### config.mk
export PLATFORM = sky130hd
export DESIGN_NAME = fwd_hazard_ctrl
export DESIGN_NICKNAME = d
export VERILOG_FILES = /design/src/rtl/pipe_ctrl_pkg.sv /design/src/rtl/fwd_match.sv /design/src/rtl/fwd_hazard_ctrl.sv
export SDC_FILE = /design/constraint.sdc
export NUM_CORES = 1
export LEC_CHECK = 0
export CAP_MARGIN = 20
export CORE_UTILIZATION = 43
export CTS_CLUSTER_SIZE = 40
export DETAILED_ROUTE_END_ITERATION = 10
export PLACE_DENSITY = 0.68
export SYNTH_ARGS = -nofsm -noshare
export SYNTH_HDL_FRONTEND = slang
export SYNTH_SLANG_ARGS = --single-unit
### constraint.sdc
create_clock -name clk -period 4 [get_ports clk]
set_clock_uncertainty 0.1 [all_clocks]
set_input_delay 1 -clock clk [delete_from_list [all_inputs] [get_ports clk]]
set_output_delay 1 -clock clk [all_outputs]
set_load 0.05 [all_outputs]
### src/rtl/pipe_ctrl_pkg.sv
// pipe_ctrl_pkg: constants shared by the forwarding/hazard controller and
// the EX-stage operand mux instantiation.
//   FWD_RF/FWD_MEMWB/FWD_EXMEM : 2-bit operand mux select encoding
//   REG_ZERO                   : hard-wired zero register, never a producer
package pipe_ctrl_pkg;

   localparam logic [1:0] FWD_RF    = 2'b00;  // register-file value
   localparam logic [1:0] FWD_MEMWB = 2'b01;  // MEM/WB result
   localparam logic [1:0] FWD_EXMEM = 2'b10;  // EX/MEM result

   localparam int REG_ZERO = 0;

   // Operand index into the per-source match array.
   typedef enum int {OPND_A = 0, OPND_B = 1} opnd_e;

endpackage

### src/rtl/fwd_match.sv
// fwd_match: combinational compare of one ID source register against the
// EX and MEM writers.
//   src, src_en        : source specifier and "this source is really read"
//   ex_wr/ex_dst       : EX stage holds a writer of ex_dst
//   ex_memread         : the EX writer is a load
//   mem_wr/mem_dst     : MEM stage holds a writer of mem_dst
//   sel                : operand mux select (newest producer wins)
//   hit                : source depends on EX or MEM
//   load_hit           : source depends on a load still in EX
module fwd_match
   import pipe_ctrl_pkg::*;
#(
   parameter int REG_W  = 5,
   parameter int FWD_EN = 1
) (
   input  logic [REG_W-1:0] src,
   input  logic             src_en,
   input  logic             ex_wr,
   input  logic [REG_W-1:0] ex_dst,
   input  logic             ex_memread,
   input  logic             mem_wr,
   input  logic [REG_W-1:0] mem_dst,
   output logic [1:0]       sel,
   output logic             hit,
   output logic             load_hit
);

   logic ex_hit;
   logic mem_hit;

   assign ex_hit   = src_en & ex_wr  & (src == ex_dst);
   assign mem_hit  = src_en & mem_wr & (src == mem_dst);
   assign hit      = ex_hit | mem_hit;
   assign load_hit = ex_hit & ex_memread;

   always_comb begin
      sel = FWD_RF;
      if (FWD_EN != 0) begin
         if (ex_hit)       sel = FWD_EXMEM;
         else if (mem_hit) sel = FWD_MEMWB;
      end
   end

endmodule

### src/rtl/fwd_hazard_ctrl.sv
// fwd_hazard_ctrl: forwarding and load-use hazard controller for the 5-stage
// pipeline. Shadows the destination info of the EX and MEM instructions,
// registers the EX operand mux selects and raises a combinational stall.
//   clk, reset          : clock, synchronous active-high reset
//   hold                : global freeze, no state changes
//   flush               : kill the ID instruction (branch taken)
//   id_*                : decoded fields of the instruction in ID
//   fwd_a_sel/fwd_b_sel : registered EX operand mux selects
//   stall               : freeze PC/IF-ID, bubble into ID/EX
//   stall_count         : wrapping count of non-hold cycles with stall=1
module fwd_hazard_ctrl
   import pipe_ctrl_pkg::*;
#(
   parameter int REG_W  = 5,
   parameter int FWD_EN = 1,
   parameter int CNT_W  = 32
) (
   input  logic             clk,
   input  logic             reset,
   input  logic             hold,
   input  logic             flush,
   input  logic             id_valid,
   input  logic [REG_W-1:0] id_rs,
   input  logic [REG_W-1:0] id_rt,
   input  logic             id_uses_rt,
   input  logic [REG_W-1:0] id_dst,
   input  logic             id_regwrite,
   input  logic             id_memread,
   output logic [1:0]       fwd_a_sel,
   output logic [1:0]       fwd_b_sel,
   output logic             stall,
   output logic [CNT_W-1:0] stall_count
);

   localparam int NSRC = 2;

   // vld_pipe[0] = EX valid, vld_pipe[1] = MEM valid
   logic [1:0]       vld_pipe;
   logic [REG_W-1:0] ex_dst, mem_dst;
   logic             ex_regwrite, mem_regwrite;
   logic             ex_memread;

   logic ex_wr, mem_wr;
   logic adv;

   logic [NSRC-1:0][REG_W-1:0] src;
   logic [NSRC-1:0]            src_en;
   logic [NSRC-1:0][1:0]       sel;
   logic [NSRC-1:0]            hit;
   logic [NSRC-1:0]            load_hit;

   // $0 is never a producer, so it can neither forward nor stall.
   assign ex_wr  = vld_pipe[0] & ex_regwrite  & (ex_dst  != REG_W'(REG_ZERO));
   assign mem_wr = vld_pipe[1] & mem_regwrite & (mem_dst != REG_W'(REG_ZERO));

   assign src[OPND_A]    = id_rs;
   assign src[OPND_B]    = id_rt;
   assign src_en[OPND_A] = 1'b1;
   assign src_en[OPND_B] = id_uses_rt;

   for (genvar g = 0; g < NSRC; g++) begin : g_src
      fwd_match #(
         .REG_W  (REG_W),
         .FWD_EN (FWD_EN)
      ) u_match (
         .src        (src[g]),
         .src_en     (src_en[g]),
         .ex_wr      (ex_wr),
         .ex_dst     (ex_dst),
         .ex_memread (ex_memread),
         .mem_wr     (mem_wr),
         .mem_dst    (mem_dst),
         .sel        (sel[g]),
         .hit        (hit[g]),
         .load_hit   (load_hit[g])
      );
   end

   // With forwarding only a load still in EX cannot be bypassed; without it
   // any pending producer in EX or MEM blocks the ID instruction.
   always_comb begin
      stall = 1'b0;
      if (id_valid && !flush) begin
         if (FWD_EN != 0) stall = |load_hit;
         else             stall = |hit;
      end
   end

   assign adv = ~(flush | stall);

   always_ff @(posedge clk) begin
      if (reset) begin
         vld_pipe     <= '0;
         ex_dst       <= '0;
         ex_regwrite  <= 1'b0;
         ex_memread   <= 1'b0;
         mem_dst      <= '0;
         mem_regwrite <= 1'b0;
         fwd_a_sel    <= FWD_RF;
         fwd_b_sel    <= FWD_RF;
         stall_count  <= '0;
      end else if (!hold) begin
         // MEM always inherits EX; EX takes ID only when ID advances.
         vld_pipe     <= {vld_pipe[0], adv & id_valid};
         mem_dst      <= ex_dst;
         mem_regwrite <= ex_regwrite;
         if (adv) begin
            ex_dst      <= id_dst;
            ex_regwrite <= id_regwrite;
            ex_memread  <= id_memread;
         end
         // A bubble carries no operands, so it gets register-file selects.
         if (adv && id_valid) begin
            fwd_a_sel <= sel[OPND_A];
            fwd_b_sel <= sel[OPND_B];
         end else begin
            fwd_a_sel <= FWD_RF;
            fwd_b_sel <= FWD_RF;
         end
         if (stall) stall_count <= stall_count + CNT_W'(1);
      end
   end

endmodule

==> flow_summary.toml <==
[power_and_ir_drop]
powerDensity_mw_per_mm2 = 259
peakVddDrop_mv = 0.204
p_leak_nw = 1.42
totalPowerFinal_w = 0.000989

[synth]
synth_seq_cells = 51
netlist-cell-type-count = 42
synth_warnings = 0
syn_area_mm2 = 0.00302
syn_nets = 378
avgSynthCellArea_um2 = 8.54
ys_seq_area_share_pct = 33.8
syn_inst = 354

[routing]
drc = 0
num_vias = 2779
wl_per_cell_um = 14.3
detail_route.vias_per_cell = 5.50
firstDrtPassIters = 5
drt_iter0_markers = 175
drt_wl_total_um = 7230
final_antenna_net_count = 0

[grt]
antenna_found_initial = 0
grt_max_degree = 38
grt_overflow = 0
grt_usage_pct = 20.3
grt_pass1_wl_um = 12000
grt_pass1_vias = 2449

[clock_network]
clockBufferDepth = 2
tritoncts = "done"
cts_root_buf = "clkbuf_8"
clock_sinks = 51
cts.repair.resized = 0
post_cts_buffers = 0
clkLatencyLatePin_ns = 0.30
cts-buffers-inserted = 5
htreeDepth = 2
cts_hold_buffers = 0
path_clk_slew_ns = 0.09

[timing]
final_max_slew_viol_count = 0
worstMarginPinSlew_ns = 0.635
fin_crit_sh_pct = 92.6
min_period_ns = 3.70
max_freq_mhz = 270
hold_ws_ns = 0.366
setup_slack_ns = 0.296
slew_headroom_pct = 57.7
rsz0062_at_grt = "no"
tns_ns = 0
report.final.hold_viol_count = 0
finalSetupViolCount = 0

[place]
gp_congestion = 0.888
post-place-ws_ns = 0.291
io_buffers = 59
dpl.hpwl_um = 5200
place_area_mm2 = 0.00371

[setup_path]
path_cells = "clkdlybuf4s50_1 > xor2_1 > nor4_4 > a32oi_1 > nor2_1 > buf_4"
critPathMaxFanout = 3
cp_slowest_cell = "clkdlybuf4s50_1"
cp-start-kind = "input pin"
worstPathBufferInverterCount = 2
cp.arrival_ns = 2.60
cpPeakStageDelay_ns = 0.45
end_kind = "output pin"
critPathKind = "input pin to output pin"
cp_top_family = "buffers and inverters"
cp.required_ns = 2.90

[die]
placementRows = 30
dieHeight_um = 85.8
die-area_mm2 = 0.00737
die_w_um = 85.8
pin_count = 60
initial_core_util_pct = 44.5
core_mm2 = 0.00679

[flow_run]
maxCapViolCount = 0

[status]
status = "finished, final reports clean"

[final_layout]
fin_area_mm2 = 0.00381
layout_common_cells = "57 x clkdlybuf4s50_1, 51 x dfxtp_1, 46 x nor2_1"
antenna_cells = 0
drive_gt1_share_pct = 14.2
final_common_cell = "clkdlybuf4s50_1"
fillers = 643
nets = 433
syn_to_final_growth_pct = 26.2

[min_path]
hp-class = "flop to flop"
path summary, 6_finish.rpt:
check,startpoint,end,slack (ns),cells after the start
worst max-delay path,id_rt[3],stall,0.30,6
worst min register to register,fwd_a_sel[0],fwd_a_sel[0],0.37,2
worst max register to register,ex_dst[3],stall_count[5],1.48,6
worst min-delay path,fwd_a_sel[0],fwd_a_sel[0],0.37,2
power breakdown:
part	switching [W]	leakage [nW]	internal [W]
combinational	0.0000545	0.958	0.0000508
clock	0.000166	0.0513	0.000184
sequential	0.0000169	0.413	0.000517
total	0.000238	1.42	0.000751
worst reg2reg max path, delay by kind of cell, from the launching register on:
kind	cells	cell delay, ns
buf+inv	1	0.26
compound gates	1	0.57
mux	1	0.40
simple gates	2	0.45
xor+xnor	1	0.16
flops	1	0.50
registers in the layout, summed over array words and instances, names as in the netlist:
register,count
ex_dst,5
mem_dst,5
stall_count,32
fwd_a_sel,2
vld_pipe,2
ex_regwrite,1
ex_memread,1
mem_regwrite,1
fwd_b_sel,2
stage by stage:
step,cells,utilization (%)
finish,505,56.2
floorplan,354,-
CTS,505,56.2
global placement,498,54.6
detailed placement,498,54.6
global route,505,56.2
synth_stat cells, drive strengths merged:
library cell   n  area share [%]
inv            4            0.50
or4b           5             1.7
xnor2          5             1.4
o31ai          1            0.25
nor3           5            0.83
a21oi         19             3.1
o2111a         1            0.37
a211oi         8             2.0
nand4         14             3.1
ha             1            0.41
o21ai          2            0.33
or3            3            0.62
nand4bb        1            0.37
nor2          46             5.7
a2111oi        5             2.3
a21boi         1            0.25
nand3         22             3.6
a211o          2            0.58
or2            1            0.21
buf            8             1.4
and3           9             1.9
clkbuf        14             1.7
a32oi          7             2.0
mux2          31              12
o2111ai        1            0.29
o31a           1            0.29
nand2         25             3.1
mux2i          9             3.0
or4            1            0.25
nor4           5             2.2
dfxtp         51              34
xor2          15             4.3
nor2b         31             6.4
cell type report:
type                            instances  area [um2]  share of cell area (%)
Clock buffer                            6        72.6                    1.90
Clock inverter                          1        30.0                   0.787
Inverter                                4        15.0                   0.394
Multi-Input combinational cell        277        1890                    49.6
Sequential cell                        51        1020                    26.8
Tap cell                               96         120                    3.15
Timing Repair Buffer                   70         666                    17.4
per-layer routing:
metal  share of wire, %  global-route usage [%]  wire [um]
met2                 46                    30.8       3340
met3                4.9                    4.33        355
met4                1.3                    4.85         97
met1                 47                    29.4       3430
met5                  0                       0          0
kinds of logic after synthesis:
kind of cell | after synthesis | synth area share [%]
AND/OR/NAND/NOR | 168 | 30.0
flip-flops | 51 | 33.8
AO/OA/AOI/OAI | 48 | 11.8
multiplexers | 40 | 14.5
buffers and inverters | 26 | 3.68
XOR/XNOR | 20 | 5.79
adder cells (fa/ha/maj) | 1 | 0.414
No activity file was read; power rests on OpenSTA's default activity.
